## src/rtl/calc1_pkg.sv

```systemverilog
// Shared calc1 definitions: command/response codes, driver FSM encoding and request record.
package calc1_pkg;

   localparam logic [3:0] CMD_NOP = 4'd0;
   localparam logic [3:0] CMD_ADD = 4'd1;
   localparam logic [3:0] CMD_SUB = 4'd2;
   localparam logic [3:0] CMD_SHL = 4'd5;
   localparam logic [3:0] CMD_SHR = 4'd6;

   localparam logic [1:0] RESP_NONE    = 2'd0;
   localparam logic [1:0] RESP_OK      = 2'd1;
   localparam logic [1:0] RESP_ERR     = 2'd2;
   localparam logic [1:0] RESP_TIMEOUT = 2'd3;

   // Tag width carried in the buffered request record.
   localparam int CALC1_TAG_W = 2;

   typedef enum logic [2:0] {
      ST_IDLE  = 3'd0,
      ST_SEND1 = 3'd1,
      ST_SEND2 = 3'd2,
      ST_WAIT  = 3'd3,
      ST_HOLD  = 3'd4
   } calc1_state_e;

   typedef struct packed {
      logic [3:0]             cmd;
      logic [31:0]            op1;
      logic [31:0]            op2;
      logic [CALC1_TAG_W-1:0] tag;
   } calc1_req_t;

endpackage

```

## src/rtl/calc1_req_fifo.sv

```systemverilog
// Synchronous request FIFO; pointers carry an extra MSB so full and empty are distinguishable.
module calc1_req_fifo
   import calc1_pkg::*;
#(
   parameter int DEPTH = 4
) (
   input  logic       clk_i,
   input  logic       rst_ni,
   input  logic       push_i,
   input  calc1_req_t push_data_i,
   input  logic       pop_i,
   output calc1_req_t pop_data_o,
   output logic       full_o,
   output logic       empty_o
);

   localparam int AW = $clog2(DEPTH);

   logic [AW:0] wr_ptr_q, wr_ptr_d;
   logic [AW:0] rd_ptr_q, rd_ptr_d;
   calc1_req_t  mem_q [DEPTH];
   logic        do_push;
   logic        do_pop;

   assign empty_o  = (wr_ptr_q == rd_ptr_q);
   assign full_o   = (wr_ptr_q[AW] != rd_ptr_q[AW]) &&
                     (wr_ptr_q[AW-1:0] == rd_ptr_q[AW-1:0]);
   assign do_push  = push_i && !full_o;
   assign do_pop   = pop_i && !empty_o;
   assign wr_ptr_d = do_push ? wr_ptr_q + (AW+1)'(1) : wr_ptr_q;
   assign rd_ptr_d = do_pop  ? rd_ptr_q + (AW+1)'(1) : rd_ptr_q;

   always_ff @(posedge clk_i or negedge rst_ni) begin
      if (!rst_ni) begin
         wr_ptr_q <= '0;
         rd_ptr_q <= '0;
      end else begin
         wr_ptr_q <= wr_ptr_d;
         rd_ptr_q <= rd_ptr_d;
      end
   end

   always_ff @(posedge clk_i) begin
      if (do_push) mem_q[wr_ptr_q[AW-1:0]] <= push_data_i;
   end

   assign pop_data_o = mem_q[rd_ptr_q[AW-1:0]];

endmodule

```

## src/rtl/calc1_port_driver.sv

```systemverilog
// Upstream driver for one calc1 port: buffers tagged requests, serialises them onto the
// two-cycle cmd/data protocol, waits for the response (or times out) and returns a completion.
module calc1_port_driver
   import calc1_pkg::*;
#(
   parameter int FIFO_DEPTH     = 4,
   parameter int TIMEOUT_CYCLES = 64,
   parameter int TAG_W          = CALC1_TAG_W
) (
   input  logic             c_clk,
   input  logic             reset_n,
   input  logic             req_valid,
   output logic             req_ready,
   input  logic [3:0]       req_cmd,
   input  logic [31:0]      req_op1,
   input  logic [31:0]      req_op2,
   input  logic [TAG_W-1:0] req_tag,
   output logic             rsp_valid,
   input  logic             rsp_ready,
   output logic [1:0]       rsp_resp,
   output logic [31:0]      rsp_data,
   output logic [TAG_W-1:0] rsp_tag,
   output logic [3:0]       calc_cmd_out,
   output logic [31:0]      calc_data_out,
   input  logic [1:0]       calc_resp_in,
   input  logic [31:0]      calc_data_in,
   output logic             busy
);

   localparam int TMR_W = $clog2(TIMEOUT_CYCLES) + 1;

   calc1_state_e     state_q, state_d;
   logic [TMR_W-1:0] timer_q, timer_d;
   logic [31:0]      hold_op2_q, hold_op2_d;
   logic [TAG_W-1:0] hold_tag_q, hold_tag_d;
   logic [3:0]       calc_cmd_q, calc_cmd_d;
   logic [31:0]      calc_data_q, calc_data_d;
   logic             rsp_valid_q, rsp_valid_d;
   logic [1:0]       rsp_resp_q, rsp_resp_d;
   logic [31:0]      rsp_data_q, rsp_data_d;
   logic [TAG_W-1:0] rsp_tag_q, rsp_tag_d;

   logic       fifo_full, fifo_empty, fifo_push, fifo_pop;
   calc1_req_t fifo_wdata, fifo_rdata;

   // Both handshakes transfer on a rising edge where valid && ready; valid never waits on ready,
   // and a presented completion holds resp/data/tag stable until it is taken.
   assign req_ready  = !fifo_full;
   assign fifo_push  = req_valid && !fifo_full;
   assign fifo_wdata = '{cmd: req_cmd, op1: req_op1, op2: req_op2, tag: CALC1_TAG_W'(req_tag)};

   calc1_req_fifo #(.DEPTH(FIFO_DEPTH)) u_fifo (
      .clk_i      (c_clk),
      .rst_ni     (reset_n),
      .push_i     (fifo_push),
      .push_data_i(fifo_wdata),
      .pop_i      (fifo_pop),
      .pop_data_o (fifo_rdata),
      .full_o     (fifo_full),
      .empty_o    (fifo_empty)
   );

   // calc_* registers are loaded with the value the next state must present.
   always_comb begin
      state_d     = state_q;
      timer_d     = timer_q;
      hold_op2_d  = hold_op2_q;
      hold_tag_d  = hold_tag_q;
      calc_cmd_d  = CMD_NOP;
      calc_data_d = '0;
      rsp_valid_d = rsp_valid_q;
      rsp_resp_d  = rsp_resp_q;
      rsp_data_d  = rsp_data_q;
      rsp_tag_d   = rsp_tag_q;
      fifo_pop    = 1'b0;
      case (state_q)
         ST_IDLE: begin
            if (!fifo_empty) begin
               fifo_pop   = 1'b1;
               hold_op2_d = fifo_rdata.op2;
               hold_tag_d = TAG_W'(fifo_rdata.tag);
               if (fifo_rdata.cmd != CMD_NOP) begin
                  state_d     = ST_SEND1;
                  calc_cmd_d  = fifo_rdata.cmd;
                  calc_data_d = fifo_rdata.op1;
               end else begin
                  state_d     = ST_HOLD;
                  rsp_valid_d = 1'b1;
                  rsp_resp_d  = RESP_ERR;
                  rsp_data_d  = '0;
                  rsp_tag_d   = TAG_W'(fifo_rdata.tag);
               end
            end
         end
         ST_SEND1: begin
            state_d     = ST_SEND2;
            calc_data_d = hold_op2_q;
         end
         ST_SEND2: begin
            state_d = ST_WAIT;
            timer_d = '0;
         end
         ST_WAIT: begin
            timer_d = timer_q + TMR_W'(1);
            // A response arriving in the final cycle beats the timeout.
            if (calc_resp_in != RESP_NONE) begin
               state_d     = ST_HOLD;
               rsp_valid_d = 1'b1;
               rsp_resp_d  = calc_resp_in;
               rsp_data_d  = (calc_resp_in == RESP_OK) ? calc_data_in : '0;
               rsp_tag_d   = hold_tag_q;
            end else if (timer_q == TMR_W'(TIMEOUT_CYCLES - 1)) begin
               state_d     = ST_HOLD;
               rsp_valid_d = 1'b1;
               rsp_resp_d  = RESP_TIMEOUT;
               rsp_data_d  = '0;
               rsp_tag_d   = hold_tag_q;
            end
         end
         ST_HOLD: begin
            if (rsp_ready) begin
               state_d     = ST_IDLE;
               rsp_valid_d = 1'b0;
               rsp_resp_d  = RESP_NONE;
               rsp_data_d  = '0;
               rsp_tag_d   = '0;
            end
         end
         default: state_d = ST_IDLE;
      endcase
   end

   always_ff @(posedge c_clk or negedge reset_n) begin
      if (!reset_n) begin
         state_q     <= ST_IDLE;
         timer_q     <= '0;
         hold_op2_q  <= '0;
         hold_tag_q  <= '0;
         calc_cmd_q  <= '0;
         calc_data_q <= '0;
         rsp_valid_q <= 1'b0;
         rsp_resp_q  <= '0;
         rsp_data_q  <= '0;
         rsp_tag_q   <= '0;
      end else begin
         state_q     <= state_d;
         timer_q     <= timer_d;
         hold_op2_q  <= hold_op2_d;
         hold_tag_q  <= hold_tag_d;
         calc_cmd_q  <= calc_cmd_d;
         calc_data_q <= calc_data_d;
         rsp_valid_q <= rsp_valid_d;
         rsp_resp_q  <= rsp_resp_d;
         rsp_data_q  <= rsp_data_d;
         rsp_tag_q   <= rsp_tag_d;
      end
   end

   assign calc_cmd_out  = calc_cmd_q;
   assign calc_data_out = calc_data_q;
   assign rsp_valid     = rsp_valid_q;
   assign rsp_resp      = rsp_resp_q;
   assign rsp_data      = rsp_data_q;
   assign rsp_tag       = rsp_tag_q;
   assign busy          = (state_q != ST_IDLE);

endmodule
```

## config.mk

```make
export PLATFORM = sky130hd
export DESIGN_NAME = calc1_port_driver
export DESIGN_NICKNAME = d
export VERILOG_FILES = /design/src/rtl/calc1_pkg.sv /design/src/rtl/calc1_req_fifo.sv /design/src/rtl/calc1_port_driver.sv
export SDC_FILE = /design/constraint.sdc
export NUM_CORES = 1
export LEC_CHECK = 0
export CORE_ASPECT_RATIO = 1.75
export CORE_UTILIZATION = 35
export DETAILED_ROUTE_END_ITERATION = 12
export HOLD_SLACK_MARGIN = 0.1
export MAX_ROUTING_LAYER = met4
export PLACE_DENSITY = 0.5
export SETUP_SLACK_MARGIN = 0.05
export SYNTH_ARGS = -nofsm -noshare
export SYNTH_HDL_FRONTEND = slang
export SYNTH_SLANG_ARGS = --single-unit
export TNS_END_PERCENT = 1
```

## constraint.sdc

```tcl
create_clock -name c_clk -period 5.5 [get_ports c_clk]
set_input_delay 1.1 -clock c_clk [delete_from_list [all_inputs] [get_ports c_clk]]
set_output_delay 1.1 -clock c_clk [all_outputs]
set_load 0.01 [all_outputs]
```

==> flow_results.org, run 1 <==
** Setup path
- Flop-to-flop setup slack :: 2.12 ns
- Ordered cell list for the critical path :: xnor2_1 > nand3_1 > clkdlybuf4s50_1
- Crit path depth :: 3
- For the worst setup path, the data required time is 4.40 ns.
- Largest delay contributor family on the critical path :: flip-flops
- Arrival time reported for the critical path endpoint :: 2.49 ns
- The worst setup path is launched from a flop.
- Crit path max fanout :: 33
- The worst setup path is captured at a primary output.
- The endpoint identified for the worst register-to-register timing path is calc_data_out[5].
- The worst setup path is of the reg2out kind.
- CP max stage cell :: sky130_fd_sc_hd__dfrtp_4
- R2R Path Start :: u_fifo.rd_ptr_q[0]
- Measured in cells, the most critical reg-to-reg path has a length of 5.
- For this run, the slowest stage of the critical path takes 0.75 ns.
- Together, buffers and inverters on the worst path number 1.

** Synth
- Summing the sequential cell areas from Yosys gives 77.02% of the chip area.
- Async S/R FF share, synth :: 30.52%
- Syn_nets :: 832
- Main combinational cell family by area after synthesis :: multiplexers
- After synthesis, the mean cell area works out to 20.77 sq um.
- The cell count after synthesis came out at 718.
- Share of synthesized area spent on multiplexers :: 13.57%
- Summing every instance area after synthesis gives 14910 sq um.
- Area fraction in and, or, nand and nor cells after synthesis :: 1.779%
- After synthesis, the largest area contributor takes up 56.38% of total cell area.
- The most used flip-flop cell after synthesis is sky130_fd_sc_hd__edfxtp_1.
- Cell type contributing the most total cell area after synthesis :: sky130_fd_sc_hd__edfxtp_1
- Synth Warn # :: 0
- Counting flops and latches in the post-synthesis netlist gives 403.
- Ranked by total cell area, the synthesized netlist is headed by sky130_fd_sc_hd__edfxtp_1 56%, sky130_fd_sc_hd__dfrtp_1 21%, sky130_fd_sc_hd__mux4_2 11%.
- EDFF count, synth :: 280
- Counting distinct cell types in the post-synthesis netlist gives 39.
- Of the total synthesized cell area, the portion taken by full adders, half adders and majority gates is 0.5034%.
- The synthesized netlist devotes 5.109% of its cell area to compound gates.
- Parity-gate share of the synthesized area counting xor and xnor cells :: 0.5286%

** Floorplanning
- Placement Rows :: 99
- Starting utilization of the core area :: 35.62%
- Count of boundary I/O pins :: 183
- The die is 158.0 um wide.
- Total die area :: 43470 sq um
- The die is 275.1 um tall.
- Area of the core region :: 41870 sq um

** Min path
- In this run the most critical hold path is launched from rsp_resp[0].
- Counting instances, the worst hold path has a depth of 1.
- The worst hold path terminates at rsp_resp[0].
- The path class of the tightest hold or removal check is reg2reg.

** Power and ir drop
- Power density over the cells :: 564.0 nW/um^2
- Internal power contribution :: 7493 uW
- Net switching power :: 3062 uW
- Clock power frac :: 26.0%
- Of the total power, the share spent switching nets is 29.01%.
- Sequential Power Share :: 44.0%
- IR analysis of the VDD net gives a maximum drop of 0.2593 mV.
- Leakage power of the design :: 0.006643 uW
- Share of total power in combinational logic :: 30.0%
- Overall Power :: 10560 uW

** Clocking
- # H-tree levels :: 2
- After clock tree synthesis, the repair step resized 0 gates.
- Cell at the root of the clock tree :: sky130_fd_sc_hd__clkbuf_16
- Clk pin slew, worst setup/hold paths :: 0.06 ns
- TritonCTS clock tree :: built
- Worst-skew pair later-pin latency :: 0.54 ns
- Buffers inserted during clock tree synthesis total 39.
- Max Root-Sink Buffers :: 3
- Hold buffers post-CTS :: 0
- TritonCTS sink count :: 403
- After clock tree synthesis, the setup repair step added 0 buffers.

** Place
- DP Area :: 17390 sq um
- Once placement completed, the tool counted placed cells totaling 1430.
- The wire-length estimate of the detail-placed layout is 19730 um.
- # port buffers :: 182
- GPL Wtd Cong :: 0.7218

** STA
- Final cycle utilization of the critical path :: 65.35%
- On the final layout, the worst clock skew is 0.01335 ns.
- Crit path time final :: 3.594 ns
- The final-report hold violation count came to 0.
- The max-slew violation total from the final report came to 0.
- Fin Setup TNS :: 0 ns
- At the pin with the least slew margin, the transition time is 1.095 ns.
- Slew Limit Headroom :: 26.86%
- Peak Freq :: 278.2 MHz
- Setup-violating endpoint count in the final report :: 0
- Setup repair after global routing missed its margin :: false

** Detailed routing
- DR DRC count :: 0
- In this run the remaining antenna-violating nets after routing total 0.
- The final route contains 7376 vias.
- In the routed layout, each cell is associated on average with a via count of 4.914.
- First DRT Iteration DRCs :: 428
- The final layout contains routed wiring with a total length of 32420 um.
- Routed wire per std cell :: 21.60 um
- Number of optimization iterations in the first detailed-route pass :: 4

** GRT
- Global routing used 15.77% of the available tracks across all layers.
- Entering global routing, the biggest net connects 86 pins.
- Vias in the first global route :: 7991
- First-pass GRT wire length :: 48580 um
- For this run the aggregate overflow at the end of global routing stands at 0.
- Antenna violations before repair :: 0

** Cells and area
- Ratio of cells with drive above 1 in the final layout :: 20.61%
- Number of fill cells in the layout :: 3709
- Final standard cell count with taps included and fillers excluded :: 1501
- Final #Nets :: 1030
- Area Growth Syn to Fin :: 25.49%
- Post-route design area :: 18710 sq um
- N_diodes :: 0

** Outcome
- Run status :: finished clean

** Job
- Max-cap violations in this run came to 0.
==> final cells by class <==
class | instances | area (sq um) | share of cell area [%]
Sequential cell | 403 | 11490 | 61.42
Multi-Input combinational cell | 268 | 3243 | 17.33
Timing Repair Buffer | 196 | 1928 | 10.30
Clock buffer | 56 | 1142 | 6.104
Tap cell | 555 | 694.4 | 3.711
Clock inverter | 15 | 182.7 | 0.9761
Inverter | 8 | 30.03 | 0.1605
==> kinds of logic after synthesis <==
| kind of cell | after synthesis |
|---|---|
| AO/OA/AOI/OAI | 93 |
| XOR/XNOR | 9 |
| adder cells (fa/ha/maj) | 6 |
| buffers and inverters | 47 |
| multiplexers | 110 |
| flip-flops | 403 |
| AND/OR/NAND/NOR | 50 |
==> power groups by stage <==
stage          logic (uW)  clock network [uW]  registers (uW)
2_1_floorplan        2050                   0            4620
3_3_place_gp         3240                   0            4710
3_5_place_dp         3260                   0            4730
4_1_cts              3270                2830            4670
5_1_grt              3440                2920            4750
6_report             3170                2740            4640
==> layout by cell type, fill, tap and decap left out, types with 2 or more instances in the layout <==
cell type                         netlist  routed
sky130_fd_sc_hd__clkbuf_1              20       9
sky130_fd_sc_hd__clkdlybuf4s50_1        0     181
sky130_fd_sc_hd__mux2_2                38      38
sky130_fd_sc_hd__a22o_1                66      66
sky130_fd_sc_hd__nor3_1                 5       4
sky130_fd_sc_hd__clkinv_1               0       3
sky130_fd_sc_hd__dfrtp_1              123     121
sky130_fd_sc_hd__and2_1                 8       4
sky130_fd_sc_hd__nor2_1                 7       7
sky130_fd_sc_hd__xor2_1                 3       3
sky130_fd_sc_hd__and2_4                 0       4
sky130_fd_sc_hd__nand2_1               16      16
sky130_fd_sc_hd__clkbuf_16              0      41
sky130_fd_sc_hd__a21oi_1                5       5
sky130_fd_sc_hd__a31oi_1                4       3
sky130_fd_sc_hd__o211ai_1               2       2
sky130_fd_sc_hd__clkinv_2               0       4
sky130_fd_sc_hd__mux2i_1                2       2
sky130_fd_sc_hd__nand3_1                5       5
sky130_fd_sc_hd__edfxtp_1             280     280
sky130_fd_sc_hd__mux4_2                70      70
sky130_fd_sc_hd__ha_1                   6       6
sky130_fd_sc_hd__xnor2_1                6       6
sky130_fd_sc_hd__bufinv_16              0       4
sky130_fd_sc_hd__clkbuf_8               0       6
sky130_fd_sc_hd__o21ai_0               10      10
sky130_fd_sc_hd__dfrtp_4                0       2
sky130_fd_sc_hd__clkinvlp_4             0       3
sky130_fd_sc_hd__buf_4                  1      14
sky130_fd_sc_hd__inv_1                  8       8
==> how the worst max path moves through the flow <==
stage,start,to,slack (ns)
after detailed placement,req_valid,u_fifo.mem_q[0][54],1.89
after floorplan,req_valid,u_fifo.mem_q[3][0],1.88
final,u_fifo.rd_ptr_q[0],req_ready,1.91
after global placement,req_valid,u_fifo.mem_q[0][54],1.89
after global routing,u_fifo.rd_ptr_q[0],req_ready,1.70
after CTS,u_fifo.rd_ptr_q[0],req_ready,1.80
==> state kept, by name (all words and copies together) (netlist names) <==
name	flops
rsp_tag	2
calc_data_out	32
timer_q	7
u_fifo.wr_ptr_q	3
calc_cmd_out	4
hold_tag_q	2
u_fifo.rd_ptr_q	3
state_q	3
rsp_valid	1
u_fifo.mem_q	280
rsp_data	32
hold_op2_q	32
rsp_resp	2
==> synth_stat cells, types with 4 or more instances <==
library cell and n:
sky130_fd_sc_hd__inv_1 8, sky130_fd_sc_hd__nor3_1 5, sky130_fd_sc_hd__edfxtp_1 280, sky130_fd_sc_hd__nand2_1 16, sky130_fd_sc_hd__ha_1 6, sky130_fd_sc_hd__and2_1 8
sky130_fd_sc_hd__o21ai_0 10, sky130_fd_sc_hd__a21oi_1 5, sky130_fd_sc_hd__mux4_2 70, sky130_fd_sc_hd__mux2_2 38, sky130_fd_sc_hd__buf_1 5, sky130_fd_sc_hd__a22o_1 66
sky130_fd_sc_hd__buf_6 4, sky130_fd_sc_hd__xnor2_1 6, sky130_fd_sc_hd__nor2_1 7, sky130_fd_sc_hd__buf_2 9, sky130_fd_sc_hd__dfrtp_1 123, sky130_fd_sc_hd__nand3_1 5
sky130_fd_sc_hd__a31oi_1 4, sky130_fd_sc_hd__clkbuf_1 20
==> metal layers <==
layer / share of wire (%) / vias up / routed length, um / global-route usage (%)
met4: 2.5 / 0 / 807 / 5.339
met1: 38 / 3840 / 12390 / 17.27
met5: 0 / - / 0 / -
li1: - / 3282 / - / -
met3: 4.8 / 54 / 1570 / 2.773
met2: 54 / 200 / 17650 / 28.46
==> per-stage QoR <==
step	utilization (%)	worst slack, ns	hold slack [ns]
global placement	41.53	1.894	0.4775
floorplan	-	1.876	0.4620
CTS	44.70	1.805	0.4925
finish	44.70	1.906	0.4882
global route	44.70	1.699	0.4962
detailed placement	41.53	1.894	0.4732
No activity file was read; power rests on OpenSTA's default activity.
==> run 2: changes to the inputs <==
- PLACE_DENSITY: 0.5 -> 0.52
- clock period: 5.5 -> 2.9 ns (I/O delays scaled with it)
==> flow_results.org, run 2 (synthesized netlist as in run 1, its figures left out) <==
** GRT
- Total global-route track usage :: 15.92%
- Vias in the first global route :: 8093
- Antenna violations before repair :: 3
- Sum of overflow across all layers after global routing :: 0
- Entering global routing, the biggest net connects 67 pins.
- The first global-routing pass estimated 48880 um of wire.

** Place
- # port buffers :: 182
- Detailed Place HPWL :: 20040 um
- At the end of routability-driven placement, the weighted congestion stood at 0.7219.

** Detailed routing
- WL final :: 32470 um
- First DRT Iteration DRCs :: 331
- In the routed layout, each cell is associated on average with a via count of 4.912.
- The first detailed-routing pass took 4 iterations.
- In the final routed layout, each cell accounts on average for 21.32 um.
- DR DRC count :: 0
- In this run the remaining antenna-violating nets after routing total 0.
- Vias after detailed routing :: 7481

** Outcome
- Run status :: finished clean

** STA
- Setup-violating endpoint count in the final report :: 0
- Final cycle utilization of the critical path :: 93.71%
- Peak Freq :: 368.0 MHz
- The final-report hold violation count came to 0.
- For the final database, setup skew stands at 0.02174 ns.
- Setup repair after global routing missed its margin :: false
- Fin Setup TNS :: 0 ns
- The worst pin sits at a relative slew slack of 28.21%.
- WHS :: 0.4981 ns
- The max-slew violation total from the final report came to 0.
- Actual slew at the worst max-slew pin :: 1.077 ns
- Crit path time final :: 2.718 ns

** Clocking
- TritonCTS sink count :: 403
- The tree is rooted in a sky130_fd_sc_hd__clkbuf_16.
- Clock-pin slew was measured on the worst setup and hold paths at 0.06 ns.
- In this run the deepest clock path goes through 3 buffers.
- Worst-skew pair later-pin latency :: 0.54 ns
- TritonCTS created 39 clock buffers.
- # H-tree levels :: 2
- TritonCTS clock tree :: built

** Power and ir drop
- The internal portion of the total power is 14310 uW.
- Leakage power of the design :: 0.006762 uW
- Power spread over the standard cell area amounts to 1066 nW/um^2.
- Sequential Power Share :: 42.7%
- Across the VDD grid, the largest voltage drop is 0.8226 mV.
- Share of total power in combinational logic :: 32.6%
- Switching share of power :: 29.23%
- Net switching power :: 5911 uW
- Clock power frac :: 24.7%

** Floorplanning
- The floorplan step defined a die boundary enclosing 43470 sq um.
- Starting utilization of the core area :: 35.62%
- In this run the standard cell core region covers 41870 sq um.
- Count of boundary I/O pins :: 183
- Die Y-Extent :: 275.1 um
- Chip width :: 158.0 um
- Placement Rows :: 99

** Setup path
- Endpoint kind of the worst setup timing path :: primary output
- Number of cells on the worst reg-to-reg path :: 5
- CP max stage cell :: sky130_fd_sc_hd__dfrtp_4
- Crit path kind :: reg2out
- The worst setup path is launched from a flop.
- Endpoint required time on the critical path :: 2.32 ns
- Worst path max stage delay :: 0.55 ns
- Crit path max fanout :: 8
- Ordered cell list for the critical path :: xnor2_2 > nand3_1 > clkdlybuf4s50_1
- At the worst endpoint, the arrival time is 2.14 ns.

** Cells and area
- The library cells used most frequently in the layout, excluding fill and tap cells, are 280 x sky130_fd_sc_hd__edfxtp_1, 181 x sky130_fd_sc_hd__clkdlybuf4s50_1, 121 x sky130_fd_sc_hd__dfrtp_1.
- Number of fill cells in the layout :: 3690
- From synthesis to final layout, the design area changed by 27.19%.
- Cells with a size suffix above 1 make up 21.87% of the layout.
- Leaving out fill and tap cells, the most frequent cell in the layout is sky130_fd_sc_hd__edfxtp_1.
- After the last flow step, the layout net total stands at 1048.
- Number of flip-flops in the largest register :: 280

** Min path
- Depth of the worst hold-timing path :: 1
- The worst hold path belongs to the class reg2reg.

** Job
- Number of violations of the max-capacitance limit :: 0
-- run 2: cell count changes in the layout (fill, tap and decap cells not counted), moves of 4 or more --
cell / delta
sky130_fd_sc_hd__buf_4: +5
sky130_fd_sc_hd__buf_12: +12
sky130_fd_sc_hd__clkbuf_1: +5
sky130_fd_sc_hd__clkinv_2: +4
-- run 2: what timing repair did --
action	4_1_cts	5_1_grt
hold buffers	1	0
resized for setup	3	0
hold endpoints to repair	26	0
setup endpoints to repair	1	1
setup buffers	0	6
-- run 2: through the flow --
step	std cells	utilization (%)	worst slack (ns)	power, uW	instance area [sq um]
final	1523	45.31	0.1824	20220	18970
after global routing	1523	45.31	0.08397	21310	18970
after CTS	1514	45.18	0.09943	20570	18920
after detailed placement	1441	42.09	0.2323	15470	17620
after global placement	1441	42.09	0.2760	15370	17620
after floorplan	718	-	-0.3422	12640	14910
-- run 2: path summary, 6_finish.rpt --
path | startpoint | endpoint | slack [ns]
max in group asynchronous | reset_n | hold_op2_q[6] | 1.71
min in group asynchronous | reset_n | hold_op2_q[24] | 0.51
worst max-delay path | u_fifo.rd_ptr_q[1] | req_ready | 0.18
worst max register to register | u_fifo.rd_ptr_q[0] | rsp_data[1] | 0.38
worst min register to register | rsp_data[15] | rsp_data[15] | 0.50
worst min-delay path | rsp_data[15] | rsp_data[15] | 0.50
-- run 2: cell type report --
type	count	area, sq um	share of cell area (%)
antenna	3	7.507	0.03958
clock buffer	57	1095	5.772
clock inverter	15	162.7	0.8575
inverter	8	30.03	0.1583
multi-input combinational	268	3269	17.24
sequential	403	11490	60.59
tap	555	694.4	3.661
timing repair buffer	214	2216	11.68
-- run 2: routing by layer --
| layer | routed length (um) | global-route usage [%] | vias to the layer above |
|---|---|---|---|
| met3 | 1580 | 2.851 | 41 |
| li1 | - | - | 3319 |
| met1 | 12110 | 16.84 | 3937 |
| met4 | 682 | 5.415 | 0 |
| met2 | 18090 | 29.33 | 184 |
| met5 | 0 | - | - |
-- run 2: critical path: cells and delay by family, from the launching register on --
family	cells	cell delay, ns
DFF	1	0.55
buffers and inverters	1	0.52
and+or+nand+nor	1	0.20
xor gates and xnor gates	1	0.34
-- run 2: power by group through the flow --
stage	combinational, uW	clock [uW]	sequential, uW
finish	6590	4990	8640
global route	7130	5370	8810
CTS	6710	5150	8710
detailed placement	6660	0	8810
global placement	6600	0	8770
floorplan	3880	0	8750
